===== src/rtl/scale_pkg.sv =====
// Shared definitions for the scale register: parameter defaults and the
// controller state encoding.
package scale_pkg;

    localparam int DEF_PW        = 8;
    localparam int DEF_QW        = 4;
    localparam int DEF_SW        = 16;
    localparam int DEF_MAX_ITEMS = 15;

    typedef logic [1:0] state_t;

    localparam logic [1:0] S_IDLE = 2'd0;
    localparam logic [1:0] S_LOAD = 2'd1;
    localparam logic [1:0] S_MUL  = 2'd2;
    localparam logic [1:0] S_ACC  = 2'd3;

endpackage


===== src/rtl/seq_mult.sv =====
// Shift-add multiplier: consumes one multiplier bit per cycle, fixed QW-cycle latency.
module seq_mult
    import scale_pkg::*;
#(
    parameter int PW = DEF_PW,
    parameter int QW = DEF_QW
) (
    input  logic             clk,
    input  logic             reset,
    input  logic             start_i,
    input  logic [PW-1:0]    mcand_i,
    input  logic [QW-1:0]    mplier_i,
    output logic             done_o,
    output logic [PW+QW-1:0] product_o
);

    localparam int CNTW = $clog2(QW + 1);

    logic [PW+QW-1:0] mcand_q, mcand_d;
    logic [PW+QW-1:0] prod_q, prod_d;
    logic [QW-1:0]    mplier_q, mplier_d;
    logic [CNTW-1:0]  cnt_q, cnt_d;

    // Handshake: start_i is a one-cycle pulse that loads the operands; QW step
    // cycles follow and done_o is high during the last one, so product_o is
    // valid from the following cycle until the next start_i.
    always_comb begin
        mcand_d  = mcand_q;
        mplier_d = mplier_q;
        prod_d   = prod_q;
        cnt_d    = cnt_q;
        if (start_i) begin
            mcand_d  = {{QW{1'b0}}, mcand_i};
            mplier_d = mplier_i;
            prod_d   = '0;
            cnt_d    = CNTW'(QW);
        end else if (cnt_q != '0) begin
            if (mplier_q[0]) begin
                prod_d = prod_q + mcand_q;
            end
            mcand_d  = mcand_q << 1;
            mplier_d = mplier_q >> 1;
            cnt_d    = cnt_q - 1'b1;
        end
    end

    always_ff @(posedge clk) begin
        if (!reset) begin
            mcand_q  <= '0;
            mplier_q <= '0;
            prod_q   <= '0;
            cnt_q    <= '0;
        end else begin
            mcand_q  <= mcand_d;
            mplier_q <= mplier_d;
            prod_q   <= prod_d;
            cnt_q    <= cnt_d;
        end
    end

    assign done_o    = (cnt_q == CNTW'(1));
    assign product_o = prod_q;

endmodule


===== src/rtl/scale_register.sv =====
// Cash-register style accumulator: sums cost x qty line items with saturation,
// publishes the sum on request and tracks the number of items per transaction.
module scale_register
    import scale_pkg::*;
#(
    parameter int PW        = DEF_PW,
    parameter int QW        = DEF_QW,
    parameter int SW        = DEF_SW,
    parameter int MAX_ITEMS = DEF_MAX_ITEMS,
    localparam int CW       = $clog2(MAX_ITEMS + 1)
) (
    input  logic          clk,
    input  logic          reset,
    input  logic          enter,
    input  logic [PW-1:0] cost,
    input  logic [QW-1:0] qty,
    input  logic          total,
    input  logic          clear,
    output logic [SW-1:0] result,
    output logic          result_valid,
    output logic          busy,
    output logic [CW-1:0] item_count,
    output logic          item_rejected,
    output logic          overflow,
    output state_t        state_o
);

    localparam int SUMW = SW + 1;

    state_t        state_q, state_d;
    logic [PW-1:0] cost_q, cost_d;
    logic [QW-1:0] qty_q, qty_d;
    logic [SW-1:0] sum_q, sum_d;
    logic [SW-1:0] result_q, result_d;
    logic [CW-1:0] count_q, count_d;
    logic          ovf_q, ovf_d;
    logic          rv_q, rv_d;
    logic          rej_q, rej_d;

    logic             mult_start;
    logic             mult_done;
    logic [PW+QW-1:0] mult_product;
    logic [SW:0]      sum_ext;

    seq_mult #(
        .PW (PW),
        .QW (QW)
    ) u_mult (
        .clk       (clk),
        .reset     (reset),
        .start_i   (mult_start),
        .mcand_i   (cost_q),
        .mplier_i  (qty_q),
        .done_o    (mult_done),
        .product_o (mult_product)
    );

    always_comb begin
        state_d    = state_q;
        cost_d     = cost_q;
        qty_d      = qty_q;
        sum_d      = sum_q;
        result_d   = result_q;
        count_d    = count_q;
        ovf_d      = ovf_q;
        rv_d       = 1'b0;
        rej_d      = 1'b0;
        mult_start = 1'b0;
        // One extra bit exposes the carry out, which is the saturation trigger.
        sum_ext    = {1'b0, sum_q} + SUMW'(mult_product);

        case (state_q)
            S_IDLE: begin
                if (clear) begin
                    sum_d    = '0;
                    count_d  = '0;
                    ovf_d    = 1'b0;
                    result_d = '0;
                end else if (total) begin
                    result_d = sum_q;
                    rv_d     = 1'b1;
                end else if (enter) begin
                    if (qty == '0 || count_q == CW'(MAX_ITEMS)) begin
                        rej_d = 1'b1;
                    end else begin
                        cost_d  = cost;
                        qty_d   = qty;
                        state_d = S_LOAD;
                    end
                end
            end
            S_LOAD: begin
                mult_start = 1'b1;
                state_d    = S_MUL;
            end
            S_MUL: begin
                if (mult_done) begin
                    state_d = S_ACC;
                end
            end
            S_ACC: begin
                if (sum_ext[SW]) begin
                    sum_d = '1;
                    ovf_d = 1'b1;
                end else begin
                    sum_d = sum_ext[SW-1:0];
                end
                count_d = count_q + 1'b1;
                state_d = S_IDLE;
            end
            default: begin
                state_d = S_IDLE;
            end
        endcase
    end

    always_ff @(posedge clk) begin
        if (!reset) begin
            state_q  <= S_IDLE;
            cost_q   <= '0;
            qty_q    <= '0;
            sum_q    <= '0;
            result_q <= '0;
            count_q  <= '0;
            ovf_q    <= 1'b0;
            rv_q     <= 1'b0;
            rej_q    <= 1'b0;
        end else begin
            state_q  <= state_d;
            cost_q   <= cost_d;
            qty_q    <= qty_d;
            sum_q    <= sum_d;
            result_q <= result_d;
            count_q  <= count_d;
            ovf_q    <= ovf_d;
            rv_q     <= rv_d;
            rej_q    <= rej_d;
        end
    end

    assign result        = result_q;
    assign result_valid  = rv_q;
    assign busy          = (state_q != S_IDLE);
    assign item_count    = count_q;
    assign item_rejected = rej_q;
    assign overflow      = ovf_q;
    assign state_o       = state_q;

endmodule


===== config.mk =====
export PLATFORM = sky130hd
export DESIGN_NAME = scale_register
export DESIGN_NICKNAME = d
export VERILOG_FILES = /design/src/rtl/scale_pkg.sv /design/src/rtl/seq_mult.sv /design/src/rtl/scale_register.sv
export SDC_FILE = /design/constraint.sdc
export NUM_CORES = 1
export LEC_CHECK = 0
export CAP_MARGIN = 20
export CORE_ASPECT_RATIO = 0.9
export CORE_MARGIN = 5
export CORE_UTILIZATION = 35
export DETAILED_ROUTE_END_ITERATION = 7
export PLACE_DENSITY = 0.53
export SETUP_SLACK_MARGIN = 0.2
export SLEW_MARGIN = 20
export SYNTH_ARGS = -nofsm -noshare
export SYNTH_HDL_FRONTEND = slang
export SYNTH_SLANG_ARGS = --single-unit

===== constraint.sdc =====
create_clock -name clk -period 4.6 [get_ports clk]
set_input_delay 0.92 -clock clk [delete_from_list [all_inputs] [get_ports clk]]
set_output_delay 0.92 -clock clk [all_outputs]
set_load 0.03 [all_outputs]

Word-level counts from Yosys, hierarchy flattened
Cells that the tools add are included.
{ "word_totals": {"register_bits": 84, "in_bits": 17, "out_inout_bits": 26, "wordCells": 79} }
{ "op_classes": {"add_sub_neg": 4, "eq_ne": 12, "mux": 25, "n_bitwise": 6, "n_reduce_logical": 17} }
{ "ops": {"columns": ["cell", "count"], "rows": [
  ["2-to-1 mux 16 bit", 4],
  ["case mux 16 bit (2 select lines)", 1],
  ["adder 16 x 12 -> 17 bit", 1],
  ["2-to-1 mux 8 bit", 2],
  ["!= test 2 bit, second input constant", 7],
  ["adder 12 bit", 1],
  ["2-to-1 mux 4 bit", 3],
  ["2-to-1 mux 2 bit", 5],
  ["AND reduction 5 bit", 2],
  ["case mux 2 bit (4 select lines)", 1],
  ["case mux 4 bit (2 select lines)", 1],
  ["nonzero test 2 bit", 4],
  ["2-to-1 mux 3 bit", 2],
  ["inverter 1 bit", 6],
  ["AND reduction 2 bit", 3],
  ["2-to-1 mux 1 bit", 5],
  ["OR reduction 5 bit", 1],
  ["adder 4 x 1 -> 4 bit, second input constant", 1],
  ["== test 2 bit, second input constant", 2],
  ["== test 4 bit, second input constant", 1],
  ["zero test 4 bit", 1],
  ["== test 3 x 1 -> 1 bit, second input constant", 1],
  ["AND reduction 3 bit", 1],
  ["nonzero test 3 bit", 1],
  ["7 further kinds", 7]
]} }

Longest topological paths before layout
{ "depth": {"word_depth": 7, "ltp_mapped": 9, "mapped_depth_nobuf": 8} }

Hierarchy
Synthesis repeated with hierarchy kept, for this count alone.
{ "unflattened": {"cells_unflattened": 504, "area_unflattened_um2": 4505.6} }
{ "modules_own_cells": {"columns": ["mod", "instances", "cells_per_inst", "area_per_inst_um2", "seq_area_each_um2"], "rows": [
  ["scale_register", 1, 277, 2646.3, 1061.0],
  ["seq_mult", 1, 227, 1859.3, 620.6]
]} }

Least setup slack after synthesis
Ideal clock, no wire load.
{ "synth_path": {"path_type": "register to register", "startpoint": "register sum_q[0]", "endpoint": "register sum_q[7]", "setup_time_ns": 0.126, "arrival_ns": 2.156, "required_time_ns": 4.474, "slack_ns": 2.318, "path_stages_with_launch": 10, "path_buffers": 1, "period_less_slack_ns": 2.282, "cell_sequence": "dfxtp_1 ha_1 fa_1 a211oi_1 o21bai_1 a21o_1 a31o_2 buf_2 a22oi_1 o21ai_0"} }
{ "synth_between": {"elab_chain_len": 3} }
{ "synth_rtl": {"columns": ["item", "line", "source"], "rows": [
  ["start, declared", "scale_register.sv:33", "logic [SW-1:0] sum_q, sum_d;"],
  ["start signal, assigned", "scale_register.sv:132", "sum_q <= sum_d;"],
  ["adder 16 x 12 -> 17 bit", "scale_register.sv:70", "sum_ext = {1'b0, sum_q} + SUMW'(mult_product);"],
  ["2-to-1 mux 16 bit", "scale_register.sv:102", "if (sum_ext[SW]) begin"],
  ["case mux 16 bit (2 select lines)", "scale_register.sv:72", "case (state_q)"]
]} }
No other way between the ends.
A chain may end at the register's enable or synchronous reset.

Final worst setup path
{ "layout_path": {"startpoint": "register state_q[0], in the netlist state_o[0]", "endpoint": "output port busy"} }
{ "layout_between": {"elab_chain_len": 1} }
{ "layout_rtl": {"columns": ["item", "line", "source"], "rows": [
  ["start, declared", "scale_register.sv:30", "state_t state_q, state_d;"],
  ["start signal, assigned", "scale_register.sv:129", "state_q <= state_d;"],
  ["nonzero test 2 bit", "scale_register.sv:143", "assign busy = (state_q != S_IDLE);"],
  ["end, declared", "scale_register.sv:21", "output logic busy,"]
]} }
No other way between the ends.

==> qor.yml <==
viasPerCell: 5.03
grt-ovfl-total: 0
clk_transition_reported_paths_ns: 0.07
fin_util_pct: 41.9
first_global_vias: 3363
end_kind: "output port"
p_per_area_mw_per_mm2: 348
wire_per_inst_um: 13.0
p_leak_nw: 2.11
fin_skew_ns: 0.00941
gp_congestion: 0.846
clock.fmax_mhz: 360
ctsRootBufferMaster: "clkbuf_16"
rows: 39
ys_top_cells_by_area: "dfxtp_1, ha_1, nand2_1, a21oi_1, nor2b_1"
hold_path.class: "flip-flop to flip-flop"
cts_hold_buf: 0
crit_slowest_cell: "clkdlybuf4s50_1"
cts_max_level: 3
synth_edf_count: 0
fp.dieW_um: 129
grt_pass1_wl_um: 16200
ir_drop_mv: 0.191
critical_path_required_ns: 3.68
postCtsSetupBuffers: 0
slew_viol_final: 0
arrival_ns: 1.86
detail-route-antenna-nets: 0
cp_cell_sequence: "inv_1 -> ha_1 -> inv_1 -> clkdlybuf4s50_1"
numCtsBuffers: 9
core_area_mm2: 0.0126
synthTopCellsByCount: "dfxtp_1, nand2_1, a21oi_1, ha_1, o21ai_0"
nNetsFinal: 595
netlist.top_cell.by_area: "dfxtp_1"
finalPower_mw: 1.83
ctsResizeCount: 0
hold_viol: 0
path_class: "flip-flop to output port"
cts.sinks: 84
critical-path-max-stage-delay_ns: 0.67
post_synth.cell_area_avg_um2: 8.68
antenna_cells: 0
min_period_over_period_pct: 60.4
die_h_um: 117
syn2layout_area_growth_pct: 18.0
drtIter0Drc: 181
yosys_warnings: 0
setup_viol: 0
yosysUniqueCellTypes: 59
status: "finished, final reports clean"
synth_area_mm2: 0.00447
ys_seq_elements: 84
antenna_found_initial: 0
synth_top_cell_area_share_pct: 37.6
grt_max_degree: 45
hpwl_um: 6950
min_period_ns: 2.78
dr.pass1.iters: 4
ios: 43
clk_latency_ns: 0.34
grt_usage_pct: 13.1
preCtsSetupSlack_ns: 1.45
drive_above_1_share_pct: 5.64
synth_ff_type: "dfxtp_1"
critical_path.max_fanout: 7
relSlewSlack_pct: 54.4
maxCapViolations: 0
wirelength_um: 9310
start_kind: "flip-flop"
port_buffers: 42
synth_most_common_cell: "dfxtp_1"
setup_slack_ns: 1.82
syn_inst: 515
synth_nets: 565
tns_ns: 0
drc: 0
crit_top_cell: "inv_1"
via_count: 3591
clock_path_buffers: 2
cts_tree: "done"
synthArstFlopShare_pct: 0
worst_pin_slew_ns: 0.684
synth-seq-area-share_pct: 37.6
rsz0062_at_grt: "no"
start_util_pct: 35.5
die_area_mm2: 0.0151
## routing by layer
| layer | vias to the layer above | share of wire [%] | track usage, % |
|---|---|---|---|
| met5 | - | 0 | 0 |
| met4 | 0 | 1.3 | 3.85 |
| met3 | 12 | 3.7 | 3.54 |
| met2 | 56 | 42 | 20.5 |
| met1 | 1609 | 53 | 17.9 |
| li1 | 1914 | - | - |
## layout make-up
type                            instances  area, um^2
Clock buffer                            9         225
Clock inverter                          7        51.3
Fill cell                            1260        7320
Inverter                                9        33.8
Multi-Input combinational cell        395        2620
Sequential cell                        84        1680
Tap cell                              164         205
Timing Repair Buffer                   46         450
## final timing paths
check	startpoint	end	slack [ns]	cells past startpoint
setup reg to reg	sum_q[0]	sum_q[15]	1.96	8
hold reg to reg	result[7]	result[7]	0.47	1
setup / recovery	state_o[0]	busy	1.82	4
hold / removal	result[7]	result[7]	0.47	1
## layout by cell type (no fill, tap or decap), drive strengths merged, types with 4 or more instances in the layout
master and instances:
nor2b 30, nor2 20, a211oi 8, mux2i 15, a21boi 4, ha 31
clkbuf 9, xor2 5, and2 7, a22oi 4, dfxtp 84, o21ai 33
nand4 4, a21oi 48, inv 10, xnor2 9, clkdlybuf4s50 42, o21a 4
a21o 13, clkinv 4, a22o 17, or3 4, buf 4, nand2 69
nor3 8, nand3 14, and3 5
## worst max-delay path, delay by kind of cell, from the launching register on
kind	cells	cell delay, ns
buffers and inverters	3	0.86
DFF	1	0.38
adders and majority gates	1	0.28
## cell families after synthesis
| kind of cell | after synthesis | share of synthesized area, % |
|---|---|---|
| AO/OA/AOI/OAI | 153 | 22.8 |
| XOR/XNOR | 14 | 2.74 |
| adder cells (fa/ha/maj) | 33 | 9.58 |
| buffers and inverters | 36 | 3.67 |
| flip-flops | 84 | 37.6 |
| multiplexers | 16 | 3.61 |
| AND/OR/NAND/NOR | 179 | 20.0 |
## per-stage QoR
step / std cells / area [um^2] / hold WS, ns
6_report: 714 / 5270 / 0.470
5_1_grt: 714 / 5270 / 0.484
4_1_cts: 714 / 5270 / 0.472
3_5_place_dp: 698 / 4990 / 0.460
3_3_place_gp: 698 / 4990 / 0.454
2_1_floorplan: 515 / 4470 / 0.436
## flip-flops by register name (all words and copies together) (netlist names)
name	cells
overflow	1
result_valid	1
item_rejected	1
u_mult.cnt_q	3
u_mult.mplier_q	4
state_o	2
qty_q	4
result	16
item_count	4
u_mult.mcand_q	12
sum_q	16
cost_q	8
u_mult.product_o	12
## power breakdown
part / leakage (nW) / internal (mW) / switching (mW)
clock: 0.132 / 0.367 / 0.302
sequential: 0.678 / 0.755 / 0.0207
combinational: 1.30 / 0.130 / 0.257
(Power assumes the default switching activity.)
